## src/rtl/skid_buff_pkg.sv

```systemverilog
// Shared types and defaults for the skid_buff register slice.
package skid_buff_pkg;

  typedef enum logic [1:0] {EMPTY, BUSY, FULL} skid_state_t;

  localparam int CNT_W_DEFAULT = 16;

endpackage

```

## src/rtl/dti.sv

```systemverilog
// DTI link: data plus valid/ready handshake. A transfer completes on a
// rising edge where valid and ready are both high.
interface dti #(
  parameter int W = 8
) ();
  logic [W-1:0] data;
  logic         valid;
  logic         ready;

  modport producer (output data, output valid, input ready);
  modport consumer (input data, input valid, output ready);
endinterface

```

## src/rtl/skid_buff.sv

```systemverilog
// skid_buff: full-throughput two-entry DTI register slice. Both dout.valid
// and din.ready come straight from the state flop, so neither direction has
// a combinational path through the slice. A second "skid" entry absorbs the
// word that arrives during the cycle it takes din.ready to drop.
// Optional feature: define SKID_BUFF_STALL_CNT_EN to add the saturating
// stall_cnt output that counts cycles with dout.valid & !dout.ready.
module skid_buff
  import skid_buff_pkg::*;
#(
  parameter int CNT_W = CNT_W_DEFAULT
) (
  input  logic             clk,
  input  logic             rst,
  dti.consumer             din,
  dti.producer             dout
`ifdef SKID_BUFF_STALL_CNT_EN
  ,
  output logic [CNT_W-1:0] stall_cnt
`endif
);

  localparam int W = $bits(dout.data);

  if ($bits(din.data) != $bits(dout.data)) begin : g_width_chk
    $error("skid_buff: din.data and dout.data widths differ");
  end

  if (CNT_W < 1) begin : g_cnt_w_chk
    $error("skid_buff: CNT_W must be at least 1");
  end

  skid_state_t  state_q, state_d;
  logic [W-1:0] out_data_q, out_data_d;
  logic [W-1:0] skid_data_q, skid_data_d;

  assign din.ready  = (state_q != FULL);
  assign dout.valid = (state_q != EMPTY);
  assign dout.data  = out_data_q;

  // Next state and data loads; the skid entry is always drained into the
  // output register before any newer din word, keeping strict FIFO order.
  always_comb begin
    state_d     = state_q;
    out_data_d  = out_data_q;
    skid_data_d = skid_data_q;
    case (state_q)
      EMPTY: begin
        if (din.valid) begin
          out_data_d = din.data;
          state_d    = BUSY;
        end
      end
      BUSY: begin
        if (din.valid && dout.ready) begin
          out_data_d = din.data;
        end else if (din.valid) begin
          skid_data_d = din.data;
          state_d     = FULL;
        end else if (dout.ready) begin
          state_d = EMPTY;
        end
      end
      FULL: begin
        if (dout.ready) begin
          out_data_d = skid_data_q;
          state_d    = BUSY;
        end
      end
      default: state_d = EMPTY;
    endcase
  end

  // Control state: reset discards both entries.
  always_ff @(posedge clk) begin
    if (rst) state_q <= EMPTY;
    else     state_q <= state_d;
  end

  // Data registers: no reset, contents are don't-care while their entry is invalid.
  always_ff @(posedge clk) begin
    out_data_q  <= out_data_d;
    skid_data_q <= skid_data_d;
  end

`ifdef SKID_BUFF_STALL_CNT_EN
  logic [CNT_W-1:0] stall_cnt_q;

  function automatic logic [CNT_W-1:0] sat_inc(input logic [CNT_W-1:0] v);
    return (&v) ? v : v + 1'b1;
  endfunction

  // Count output stall cycles, holding at all-ones instead of wrapping.
  always_ff @(posedge clk) begin
    if (rst)                            stall_cnt_q <= '0;
    else if (dout.valid && !dout.ready) stall_cnt_q <= sat_inc(stall_cnt_q);
  end

  assign stall_cnt = stall_cnt_q;
`endif

endmodule

```

## src/flat_wrapper.sv

```systemverilog
// flat-port wrapper written by rule: the top's interface ports become plain ports
module skid_buff_flat import skid_buff_pkg::*;
#(
  parameter int CNT_W = CNT_W_DEFAULT
)
  (clk, rst, din_data, din_valid, din_ready, dout_data, dout_valid, dout_ready);
  dti #(.W(8)) din_i ();
  dti #(.W(8)) dout_i ();
  input  logic clk;
  input  logic rst;
  input wire logic [$bits(din_i.data)-1:0] din_data;
  input wire logic [$bits(din_i.valid)-1:0] din_valid;
  output wire logic [$bits(din_i.ready)-1:0] din_ready;
  output wire logic [$bits(dout_i.data)-1:0] dout_data;
  output wire logic [$bits(dout_i.valid)-1:0] dout_valid;
  input wire logic [$bits(dout_i.ready)-1:0] dout_ready;
  assign din_i.data = din_data;
  assign din_i.valid = din_valid;
  assign din_ready = din_i.ready;
  assign dout_data = dout_i.data;
  assign dout_valid = dout_i.valid;
  assign dout_i.ready = dout_ready;
  skid_buff #(.CNT_W(CNT_W)) u_core (.clk(clk), .rst(rst), .din(din_i), .dout(dout_i));
endmodule
```

## config.mk

```make
export PLATFORM = sky130hd
export DESIGN_NAME = skid_buff_flat
export DESIGN_NICKNAME = d
export VERILOG_FILES = /design/src/rtl/skid_buff_pkg.sv /design/src/rtl/dti.sv /design/src/rtl/skid_buff.sv /design/src/flat_wrapper.sv
export SDC_FILE = /design/constraint.sdc
export NUM_CORES = 1
export LEC_CHECK = 0
export CAP_MARGIN = 20
export CORE_MARGIN = 2
export CORE_UTILIZATION = 45
export DETAILED_ROUTE_END_ITERATION = 8
export PLACE_DENSITY = 0.89
export SLEW_MARGIN = 25
export SYNTH_ARGS = -nofsm -noshare
export SYNTH_HDL_FRONTEND = slang
export SYNTH_SLANG_ARGS = --single-unit
```

## constraint.sdc

```tcl
create_clock -name clk -period 3.5 [get_ports clk]
set_input_delay 0.35 -clock clk [delete_from_list [all_inputs] [get_ports clk]]
set_output_delay 0.35 -clock clk [all_outputs]
set_load 0.05 [all_outputs]
```

; ---- Word level (Yosys, flattened, before mapping)
; Cells that the tools add are included.
[totals]
input_bits = 12
ff_bits = 18
output_inout_bits = 10
word_cells = 29
[classes]
n_reduce_logical = 7
n_eq_ne = 8
mux = 10
bitwise = 1
[op_table]
columns = cell, n
row1 = $mux 8, 3
row2 = $pmux 8 s3, 1
row3 = $mux 2, 5
row4 = $ne 2x2->1 const B, 4
row5 = $reduce_and 4->1, 2
row6 = $pmux 2 s3, 1
row7 = $ne 3x3->1 const B, 1
row8 = $reduce_and 3->1, 1
row9 = $reduce_bool 3->1, 1
row10 = $eq 2x1->1 const B, 1
row11 = $eq 2x2->1 const B, 1
row12 = $logic_not 2->1, 1
row13 = $ne 2x1->1 const B, 1
row14 = $reduce_bool 2->1, 1
row15 = $logic_and 1x1->1, 1
row16 = $not 1->1, 1

; ---- Depth between registers and ports, before layout
[logic_depth]
depth_word = 4
mapped_depth = 4

; ---- Least setup slack after synthesis
; Ideal clock, no wire load.
[synth_timing]
kind = flip-flop to flip-flop
from = register u_core.state_q[1]
to = register u_core.out_data_q[0], in the netlist u_core.dout.data[0], enable pin
synth_period_minus_slack_ns = 1.427
slack_ns = 2.073
required_time_ns = 3.116
arrival_time_ns = 1.043
path_stages_with_launch = 3
path_buffers = 0
path_cell_list = dfxtp_1 > nand2_1 > o21ai_0
[synth_via]
elab_chain_cells = 3
elab_cells_between_ends = 8
classes_between = eq/ne: 5 / reduce/logical: 3
[synth_rtl]
columns = element, line_no
row1 = from (decl), skid_buff.sv:32  ; skid_state_t state_q, state_d;
row2 = from (signal assigned), skid_buff.sv:76  ; else state_q <= state_d;
row3 = $eq 2x1->1 (tied with other cells), skid_buff.sv:46  ; case (state_q)
row4 = $ne 2x1->1 (no line) (tied with other cells), -
row5 = $reduce_and 4->1 (no line) (*), -
row6 = to (signal assigned), skid_buff.sv:81  ; out_data_q <= out_data_d;
row7 = to (decl), skid_buff.sv:33  ; logic [W-1:0] out_data_q, out_data_d;
; Mark *: on every way between the ends. The rest lies on a longest branch, timed or not.
; A chain may end at the register's enable or synchronous reset.

; ---- Final worst setup path
[layout_timing]
from = register u_core.state_q[1]
to = output din_ready
[layout_via]
elab_chain_cells = 1
[layout_rtl]
columns = element, line_no
row1 = $ne 2x2->1, skid_buff.sv:36  ; assign din.ready = (state_q != FULL);
row2 = to (decl), flat_wrapper.sv:13  ; output wire logic [$bits(din_i.ready)-1:0] din_ready;
; Every way passes these cells.

==> results.md <==
* Critical Path Slowest Stage Cell: clkdlybuf4s50_1
* First-pass GRT wire length at 1900 um
* CP Data Required Time at 3.15 ns
* YS warnings at 0
* CTS Hold Buffers Added at 0
* Seq cells post-synth at 18
* Skew final at 0.00143 ns
* Final period utilization at 69.8%
* Core Rows at 14
* Worst path bufs/invs at 2
* Post-Syn Instances at 40
* Switching Share at 24.5%
* Routability cong. at 0.710
* Fmax at 0.410 GHz
* Syn Nets at 52
* Core Box Area at 1520 sq um
* Starting Density at 48.3%
* P_leak at 0.349 nW
* DP HPWL at 841 um
* RSZ-0062 raised after global routing: no
* Status: complete, no violations
* Async set-reset flop share out of synthesis at 0%
* Slew @ Worst Pin at 0.696 ns
* Setup TNS Final at 0 ns
* Die area at 1970 sq um
* Nets at 77
* Die H at 44.4 um
* Starting DRT DRC Count at 9
* H-Tree Depth at 1
* Avg Inst Size Synth at 18.4 sq um
* Post-synth cell types at 16
* GRT Total Usage at 13.8%
* Share of the yosys chip area belonging to registers at 70.7%
* # Max-Cap Violations at 0
* Worst-path cell chain: nor2b_2 > inv_1 > clkdlybuf4s50_1
* Initial antenna violation count at 0
* Clock transition at path regs at 0.09 ns
* Crit-path max FO at 10
* Post_cts resized at 0
* Final hold vios at 0
* Combinational share of power at 17.8%
* Min cycle time layout at 2.44 ns
* Worst r2r src: u_core.state_q[1]$_SDFFE_PP0P_
* Worst path arrival time at 2.09 ns
* CTS tree: built
* Place WS at 1.29 ns
* Clock share of power at 23.5%
* Initial DRT Pass Iterations at 4
* Via/cell ratio at 5.16
* Total setup buffers inserted after CTS at 0
* Max Transition Viols Final at 0
* Yosys top cell by area: edfxtp_1
* Cts bufs inserted at 3
* Int Power at 0.000321 W
* Area fraction of the dominant cell type after synthesis at 65.3%
* Dominant synthesized flop cell: edfxtp_1
* CTS Buffer Depth at 2
* Startpoint types: flip-flop
* P&R area growth vs syn at 33.3%
* Share of layout cells above drive strength 1 at 25.0%
* Global route overflow at 0
* Die width at 44.4 um
* Pin count of the biggest net entering global routing at 11
* Slew Limit Headroom at 53.3%
* VDD IR max at 0.304 mV
* Sw Pwr at 0.000104 W
* Mapped Area at 736 sq um
* Largest stage delay, worst path at 0.73 ns
* Clk sinks at 18
* Endpoints failing setup at 0
* Hold WC Path Type: flip-flop to flip-flop
* Routed wire length at 1120 um
* Number of I/O port buffers at 21
* Drc violations at 0
* Ranking of synthesized cells by area: edfxtp_1 (65%), mux2_4 (16%), dfxtp_1 (5.4%)
* # IOs at 22
* Root Buffer: clkbuf_4
* EDFF count, synth at 16
* Routed Antenna Nets at 0
* Post-Layout Inst Area at 981 sq um
* Vias in the first global route at 425
* Diode count at 0
* Via count at 413
* Post-Place Cell Area at 955 sq um
* WL/cell at 14.0 um
* Register share of total power at 58.6%
* Worst Slack Setup Final at 1.06 ns
* Worst-Skew Late Latency at 0.28 ns
* Critical Path Start: u_core.state_q[1]$_SDFFE_PP0P_
* Kind of critical path: flip-flop to primary output
* Family with the most delay on the worst path: buffers and inverters
* CP endpoint kind: primary output
* Total power density per cell area at 433 nW/um^2
* Hold Path Origin: u_core.skid_data_q[2]$_DFFE_PP_
power groups by stage:
| stage | clock network, W | registers, W | logic, W |
|---|---|---|---|
| after floorplan | 0 | 0.000277 | 0.0000226 |
| after global placement | 0 | 0.000254 | 0.0000751 |
| after detailed placement | 0 | 0.000254 | 0.0000762 |
| after CTS | 0.000104 | 0.000249 | 0.0000763 |
| after global routing | 0.000112 | 0.000250 | 0.0000798 |
| final | 0.0000999 | 0.000249 | 0.0000758 |
cell families (layout without fill, tap and decap cells):
family,after synthesis,after routing,synth area share (%)
mux,8,8,16.3
simple gates,8,8,6.97
compound gates,4,4,3.91
buf+inv,2,26,2.04
flops,18,18,70.7
cell type report:
type                    count  area, sq um
clock buffers               3         22.5
clock inverters             1         3.75
fillers                   120          543
inverters                   1         3.75
multi-input cells          20          200
flip-flops and latches     18          520
well taps                  16         20.0
repair buffers             21          210
cell usage in the layout (no fill, tap or decap), types with 2 or more instances in the layout:
cell type / count
clkbuf_4: 3
nand2_1: 2
dfxtp_1: 2
mux2_4: 8
clkdlybuf4s50_1: 21
edfxtp_1: 16
worst register-to-register path: stages, from the launching register on:
cell	delay [ns]
dfxtp_1	0.40
nor2b_2	0.58
mux2_4	0.36
routing by layer:
layer	track usage, %	vias up	share of wire [%]	wire length [um]
li1	-	203	-	-
met1	16.2	186	42	469
met2	23.8	22	51	568
met3	2.86	2	6.2	69
met4	7.27	0	0.72	8
met5	0	-	0	0
per-stage QoR:
stage | std cells | hold slack [ns] | total power (W) | utilization (%)
floorplan | 40 | 0.412 | 0.000299 | -
global placement | 76 | 0.533 | 0.000329 | 62.6
detailed placement | 76 | 0.538 | 0.000330 | 62.6
CTS | 80 | 0.561 | 0.000430 | 64.4
global route | 80 | 0.574 | 0.000442 | 64.4
finish | 80 | 0.557 | 0.000425 | 64.4
synth_stat cells, types with 2 or more instances:
cell / number
dfxtp_1: 2
edfxtp_1: 16
mux2_4: 8
nand2_1: 2
state kept, by name (all words and copies together), names as in the netlist:
| signal | count |
|---|---|
| u_core.state_q | 2 |
| u_core.dout.data | 8 |
| u_core.skid_data_q | 8 |
worst paths after layout:
| path | depth (start not counted) | endpoint | slack (ns) |
|---|---|---|---|
| max | 3 | din_ready | 1.06 |
| min | 1 | u_core.dout.data[2]$_DFFE_PP_ | 0.56 |
| max reg2reg | 2 | u_core.dout.data[0]$_DFFE_PP_ | 1.92 |
| min reg2reg | 1 | u_core.dout.data[2]$_DFFE_PP_ | 0.56 |
Note: power is estimated with default switching activity, not from simulation.
